`src/rtl/bus_rr_scheduler.sv`:
```
// bus_rr_scheduler: round-robin scheduler sharing one packet bus among DRVS driver FIFOs.
// Grants one pending source, pops a packet from it, decodes the destination ID from the
// packet MSBs and pushes it to one driver, or to every other driver on broadcast.
// Undeliverable packets (bad/self destination, or backpressure past TIMEOUT) are dropped.
//
// Ports:
//   clk      - clock, all logic on posedge
//   reset    - synchronous active-low reset
//   pndng    - per-driver FIFO non-empty
//   D_pop    - head packet of driver i at [i*PCKG_SZ +: PCKG_SZ]
//   pop      - one-hot, one-cycle pop strobe to the granted source
//   full     - per-driver input FIFO full
//   push     - push strobe: one-hot for unicast, mask for broadcast
//   D_push   - packet being delivered, valid while push != 0
//   busy     - high whenever the scheduler is not idle
//   grant_id - index of the current or last granted source
//   drop_cnt - saturating count of dropped packets
module bus_rr_scheduler #(
  parameter int unsigned DRVS    = 8,
  parameter int unsigned PCKG_SZ = 16,
  parameter logic [7:0]  BCAST   = 8'hFF,
  parameter int unsigned TIMEOUT = 16
) (
  input  logic                    clk,
  input  logic                    reset,
  input  logic [DRVS-1:0]         pndng,
  input  logic [DRVS*PCKG_SZ-1:0] D_pop,
  output logic [DRVS-1:0]         pop,
  input  logic [DRVS-1:0]         full,
  output logic [DRVS-1:0]         push,
  output logic [PCKG_SZ-1:0]      D_push,
  output logic                    busy,
  output logic [7:0]              grant_id,
  output logic [15:0]             drop_cnt
);

  typedef enum logic [1:0] {StIdle, StPop, StRoute, StDeliver} state_e;

  localparam logic [DRVS-1:0] OneHot0 = DRVS'(1);
  localparam logic [7:0]      LastDrv = 8'(DRVS - 1);

  state_e               state_q, state_d;
  logic [DRVS-1:0]      pop_q, pop_d;
  logic [DRVS-1:0]      push_q, push_d;
  logic [PCKG_SZ-1:0]   d_push_q, d_push_d;
  logic                 busy_q, busy_d;
  logic [7:0]           grant_q, grant_d;
  logic [7:0]           rr_ptr_q, rr_ptr_d;
  logic [15:0]          drop_cnt_q, drop_cnt_d;
  logic [PCKG_SZ-1:0]   pkt_q, pkt_d;
  logic [DRVS-1:0]      mask_q, mask_d;
  logic [15:0]          wait_q, wait_d;

  logic                 found;
  logic [7:0]           grant_sel;
  logic [PCKG_SZ-1:0]   pop_pkt;
  logic [7:0]           dest;
  logic                 route_ok;
  logic [DRVS-1:0]      route_mask;
  logic                 drop;

  // Circular priority search: indices above rr_ptr first, then wrap to those at or below it.
  always_comb begin
    found     = 1'b0;
    grant_sel = '0;
    for (int unsigned i = 0; i < DRVS; i++) begin
      if (!found && pndng[i] && (8'(i) > rr_ptr_q)) begin
        found     = 1'b1;
        grant_sel = 8'(i);
      end
    end
    for (int unsigned i = 0; i < DRVS; i++) begin
      if (!found && pndng[i] && (8'(i) <= rr_ptr_q)) begin
        found     = 1'b1;
        grant_sel = 8'(i);
      end
    end
  end

  // Head packet of the granted source.
  always_comb begin
    pop_pkt = '0;
    for (int unsigned i = 0; i < DRVS; i++) begin
      if (grant_q == 8'(i)) begin
        pop_pkt = D_pop[i*PCKG_SZ +: PCKG_SZ];
      end
    end
  end

  // Destination decode of the captured packet.
  always_comb begin
    dest       = pkt_q[PCKG_SZ-1 -: 8];
    route_ok   = 1'b0;
    route_mask = '0;
    if (dest == BCAST) begin
      route_ok   = 1'b1;
      route_mask = ~(OneHot0 << grant_q);
    end else if ((32'(dest) < DRVS) && (dest != grant_q)) begin
      route_ok   = 1'b1;
      route_mask = OneHot0 << dest;
    end
  end

  always_comb begin
    state_d  = state_q;
    pop_d    = '0;
    push_d   = '0;
    d_push_d = '0;
    grant_d  = grant_q;
    rr_ptr_d = rr_ptr_q;
    pkt_d    = pkt_q;
    mask_d   = mask_q;
    wait_d   = wait_q;
    drop     = 1'b0;
    unique case (state_q)
      StIdle: begin
        if (found) begin
          grant_d  = grant_sel;
          rr_ptr_d = grant_sel;
          pop_d    = OneHot0 << grant_sel;
          state_d  = StPop;
        end
      end
      StPop: begin
        // The FIFO pops on this same edge, so its head is still on D_pop.
        pkt_d   = pop_pkt;
        state_d = StRoute;
      end
      StRoute: begin
        if (!route_ok) begin
          drop    = 1'b1;
          state_d = StIdle;
        end else begin
          mask_d  = route_mask;
          wait_d  = '0;
          state_d = StDeliver;
          // Push is registered; launching it here lets it appear in the first DELIVER cycle.
          if ((route_mask & full) == '0) begin
            push_d   = route_mask;
            d_push_d = pkt_q;
          end
        end
      end
      StDeliver: begin
        if (push_q != '0) begin
          state_d = StIdle;
        end else if ((mask_q & full) == '0) begin
          push_d   = mask_q;
          d_push_d = pkt_q;
        end else if ((32'(wait_q) + 32'd1) >= TIMEOUT) begin
          drop    = 1'b1;
          state_d = StIdle;
        end else begin
          wait_d = wait_q + 16'd1;
        end
      end
      default: state_d = StIdle;
    endcase
    drop_cnt_d = (drop && (drop_cnt_q != 16'hFFFF)) ? drop_cnt_q + 16'd1 : drop_cnt_q;
    busy_d     = (state_d != StIdle);
  end

  always_ff @(posedge clk) begin
    if (!reset) begin
      state_q    <= StIdle;
      pop_q      <= '0;
      push_q     <= '0;
      d_push_q   <= '0;
      busy_q     <= 1'b0;
      grant_q    <= '0;
      rr_ptr_q   <= LastDrv;
      drop_cnt_q <= '0;
      pkt_q      <= '0;
      mask_q     <= '0;
      wait_q     <= '0;
    end else begin
      state_q    <= state_d;
      pop_q      <= pop_d;
      push_q     <= push_d;
      d_push_q   <= d_push_d;
      busy_q     <= busy_d;
      grant_q    <= grant_d;
      rr_ptr_q   <= rr_ptr_d;
      drop_cnt_q <= drop_cnt_d;
      pkt_q      <= pkt_d;
      mask_q     <= mask_d;
      wait_q     <= wait_d;
    end
  end

  assign pop      = pop_q;
  assign push     = push_q;
  assign D_push   = d_push_q;
  assign busy     = busy_q;
  assign grant_id = grant_q;
  assign drop_cnt = drop_cnt_q;

endmodule

```
`config.mk`:
```
export PLATFORM = sky130hd
export DESIGN_NAME = bus_rr_scheduler
export DESIGN_NICKNAME = d
export VERILOG_FILES = /design/src/rtl/bus_rr_scheduler.sv
export SDC_FILE = /design/constraint.sdc
export NUM_CORES = 1
export LEC_CHECK = 0
export ABC_AREA = 1
export CAP_MARGIN = 40
export CORE_MARGIN = 5
export CORE_UTILIZATION = 40
export CTS_BUF_LIST = sky130_fd_sc_hd__clkbuf_4 sky130_fd_sc_hd__clkbuf_8
export CTS_CLUSTER_DIAMETER = 40
export DETAILED_ROUTE_END_ITERATION = 8
export GPL_ROUTABILITY_DRIVEN = 0
export GPL_TIMING_DRIVEN = 0
export HOLD_SLACK_MARGIN = 0.03
export MAX_ROUTING_LAYER = met4
export PLACE_DENSITY = 0.75
export SKIP_LAST_GASP = 1
export SLEW_MARGIN = 15
export SYNTH_ARGS = -nofsm -noshare
export SYNTH_HDL_FRONTEND = slang
export SYNTH_SLANG_ARGS = --single-unit
```
`constraint.sdc`:
```
create_clock -name clk -period 2.25 [get_ports clk]
set_clock_uncertainty 0.1 [all_clocks]
set_input_delay 0.45 -clock clk [delete_from_list [all_inputs] [get_ports clk]]
set_output_delay 0.45 -clock clk [all_outputs]
set_load 0.02 [all_outputs]
```
==> run metrics <==
Iter 0 DRT Violations 382; I/O Buffers 197; setup violators final 13; FMAX 432 MHz; clk slew on worst S/H paths 0.09 ns; mean number of vias per cell 5.20; hold_sp pkt_q[5]$_SDFFE_PN0P_; GR Overflow Total 0; clock buffer depth 2; global-route wire length before repair 30500 um; Hold Buf Count CTS 0; Synth async-reset ratio 0; Main synth FF type dfxtp_1; final worst path period share 1.03; Crit. Startpoint grant_id[0]$_SDFFE_PN0P_; WP data required 2.45 ns; clk_lat worst skew 0.38 ns; clk root buf clkbuf_8; R2R Path Start grant_id[0]$_SDFFE_PN0P_; Relative slew margins 0.522; Total Nets Final 1255; pre-CTS setup slack -0.863 ns; failing checks setup timing; CP startpoint kind flip-flop; fraction of layout instances using a drive strength above 1 0.185; routed len/inst 15.5 um; largest cells by area after synthesis dfxtp_1, nand2_1, nand3_1, a21oi_1, inv_1; Syn Std Cell Area 5710 um^2; Crit Path Class reg2reg; warnings from Yosys 0; Flop pwr share 0.302; Worst Path Max Fanout 7; most instantiated library cell after synthesis nand2_1; total wire length 20100 um; Avg Inst Size Synth 6.65 um^2; diodes inserted 0; Yosys top cell area share 0.340; area delta synth->final 55.2%; DRC 0; antenna-violating nets left 0; number of antenna violations at the first check in global routing 0; synth cell count leaders nand2_1, dfxtp_1, nand3_1; status finished with violations; FF+latch count, synth 97; Initial Util 0.410; CTS H-tree depth 3; PD cells 850 nW/um^2; leakage 3.42 nW; overall global routing resource usage 0.234; CTS Buf Count 9; FF-to-FF setup slack -0.06 ns; CTS sink cnt 97; vias 6709; total power after layout 7.54 mW; Die Span Y 129 um; row count 43; Hold Vio Cnt, Final 0; peak supply drop 0.000388 V; endpoint class of the critical path flip-flop; cell internal power dissipation 4.15 mW; Util after Layout 0.636; CTS tree built; Gate Count Post-Synth 858; clock network power share 0.140; P_sw 3.38 mW; hold slack final 0.363 ns; max cap viols 0; vias in the first global route 6328; Core Area 13900 um^2; switching part of the total 0.449; EDFF count, synth 0; combinational share of power 0.558; Cell variety after synth 43; register area share after synthesis 0.340; area leader, netlist dfxtp_1; dpl hpwl 14800 um; Worst Tran Pin Value 0.717 ns; DRT Pass-1 Iters 6; IO Count 203; total negative slack -0.596 ns; Die Wd 129 um; Die ar. 16800 um^2; fin crit period 2.31 ns; worst path arrival time 2.51 ns; Hold Crit Class reg2reg; worst setup margin -0.0643 ns; RSZ-0062 raised after global routing true; largest net degree at the start of global routing 17; final number of max-transition violations 0
[power by group through the flow]
stage               combinational [mW]  sequential (mW)  clock, mW
floorplan                         2.27             2.27          0
global route                      4.58             2.31       1.15
detailed placement                3.41             2.23          0
global placement                  3.39             2.22          0
CTS                               3.72             2.24       1.08
finish                            4.20             2.28       1.05
[metrics by stage]
stage / instance area (um^2) / std cells
after global routing: 8860 / 1291
after global placement: 7920 / 1239
after detailed placement: 7920 / 1239
after CTS: 8430 / 1274
after floorplan: 5720 / 862
final: 8860 / 1291
[cell usage in the layout, fill, tap and decap left out, types with 3 or more instances in the layout]
cell,count
a21oi_1,59
a21oi_2,27
a21oi_4,6
buf_2,3
buf_4,39
buf_6,10
clkbuf_1,9
clkbuf_2,5
clkbuf_4,4
clkbuf_8,9
clkdlybuf4s50_1,192
clkinvlp_4,3
conb_1,5
dfxtp_1,86
dfxtp_2,6
dfxtp_4,5
dlymetal6s2s_1,5
inv_1,75
inv_2,8
nand2_1,211
nand2_2,18
nand2_4,4
nand3_1,84
nand3_2,8
nand4_1,29
nor2_1,56
nor2_2,12
nor2_4,6
nor3_1,16
nor3_2,4
nor3_4,6
nor4_1,3
o21ai_0,29
o21ai_1,11
o22ai_2,6
xnor2_1,4
xor2_1,19
[kinds of logic after synthesis]
kind of cell	share of synthesized area
buffers and inverters	0.0910
DFF	0.340
adders and majority gates	0.00658
and+or+nand+nor	0.375
AOI/OAI and AO/OA	0.151
other	0.000657
xor gates and xnor gates	0.0353
[registers in the layout, summed over array words and instances, names as in the netlist, 8 cells and up]
signal	count
D_push	16
drop_cnt	16
mask_q	8
pkt_q	16
pop	8
push	8
wait_q	16
[worst paths after layout]
path         cells past startpoint                     to
max                             12  D_push[11]$_SDFF_PN0_
min                              2   D_push[5]$_SDFF_PN0_
max reg2reg                     12  D_push[11]$_SDFF_PN0_
min reg2reg                      2   D_push[5]$_SDFF_PN0_
[cell type report]
type | count | area (um^2)
fillers | 1192 | 5070
multi-input cells | 642 | 3580
repair buffers | 235 | 2330
flip-flops and latches | 97 | 1970
inverters | 86 | 330
plain buffers | 35 | 249
well taps | 180 | 225
clock buffers | 11 | 139
clock inverters | 5 | 41.3
[what timing repair did]
action | in CTS | in global routing
gates resized for setup | 46 | 100
cloned | 1 | 1
pin swaps | 25 | 27
endpoints found under the setup margin | 84 | 90
buffers inserted | 19 | 17
[worst max-delay path: stages, from the launching register on]
cell and delay (ns):
dfxtp_2 0.35, buf_6 0.12, clkinvlp_4 0.12, nand2_1 0.08, nand4_1 0.15, o21ai_4 0.30
nor2_2 0.06, a21oi_2 0.20, o22ai_2 0.12, nor2_4 0.14, nand3_4 0.17, buf_12 0.19
a21oi_4 0.12
[metal layers]
metal,part of all wire,track usage,vias to the layer above
li1,-,-,3333
met4,0.025,0.0746,0
met3,0.068,0.0449,43
met1,0.42,0.289,3068
met5,0,-,-
met2,0.49,0.386,265
Note: power is estimated with default switching activity, not from simulation.
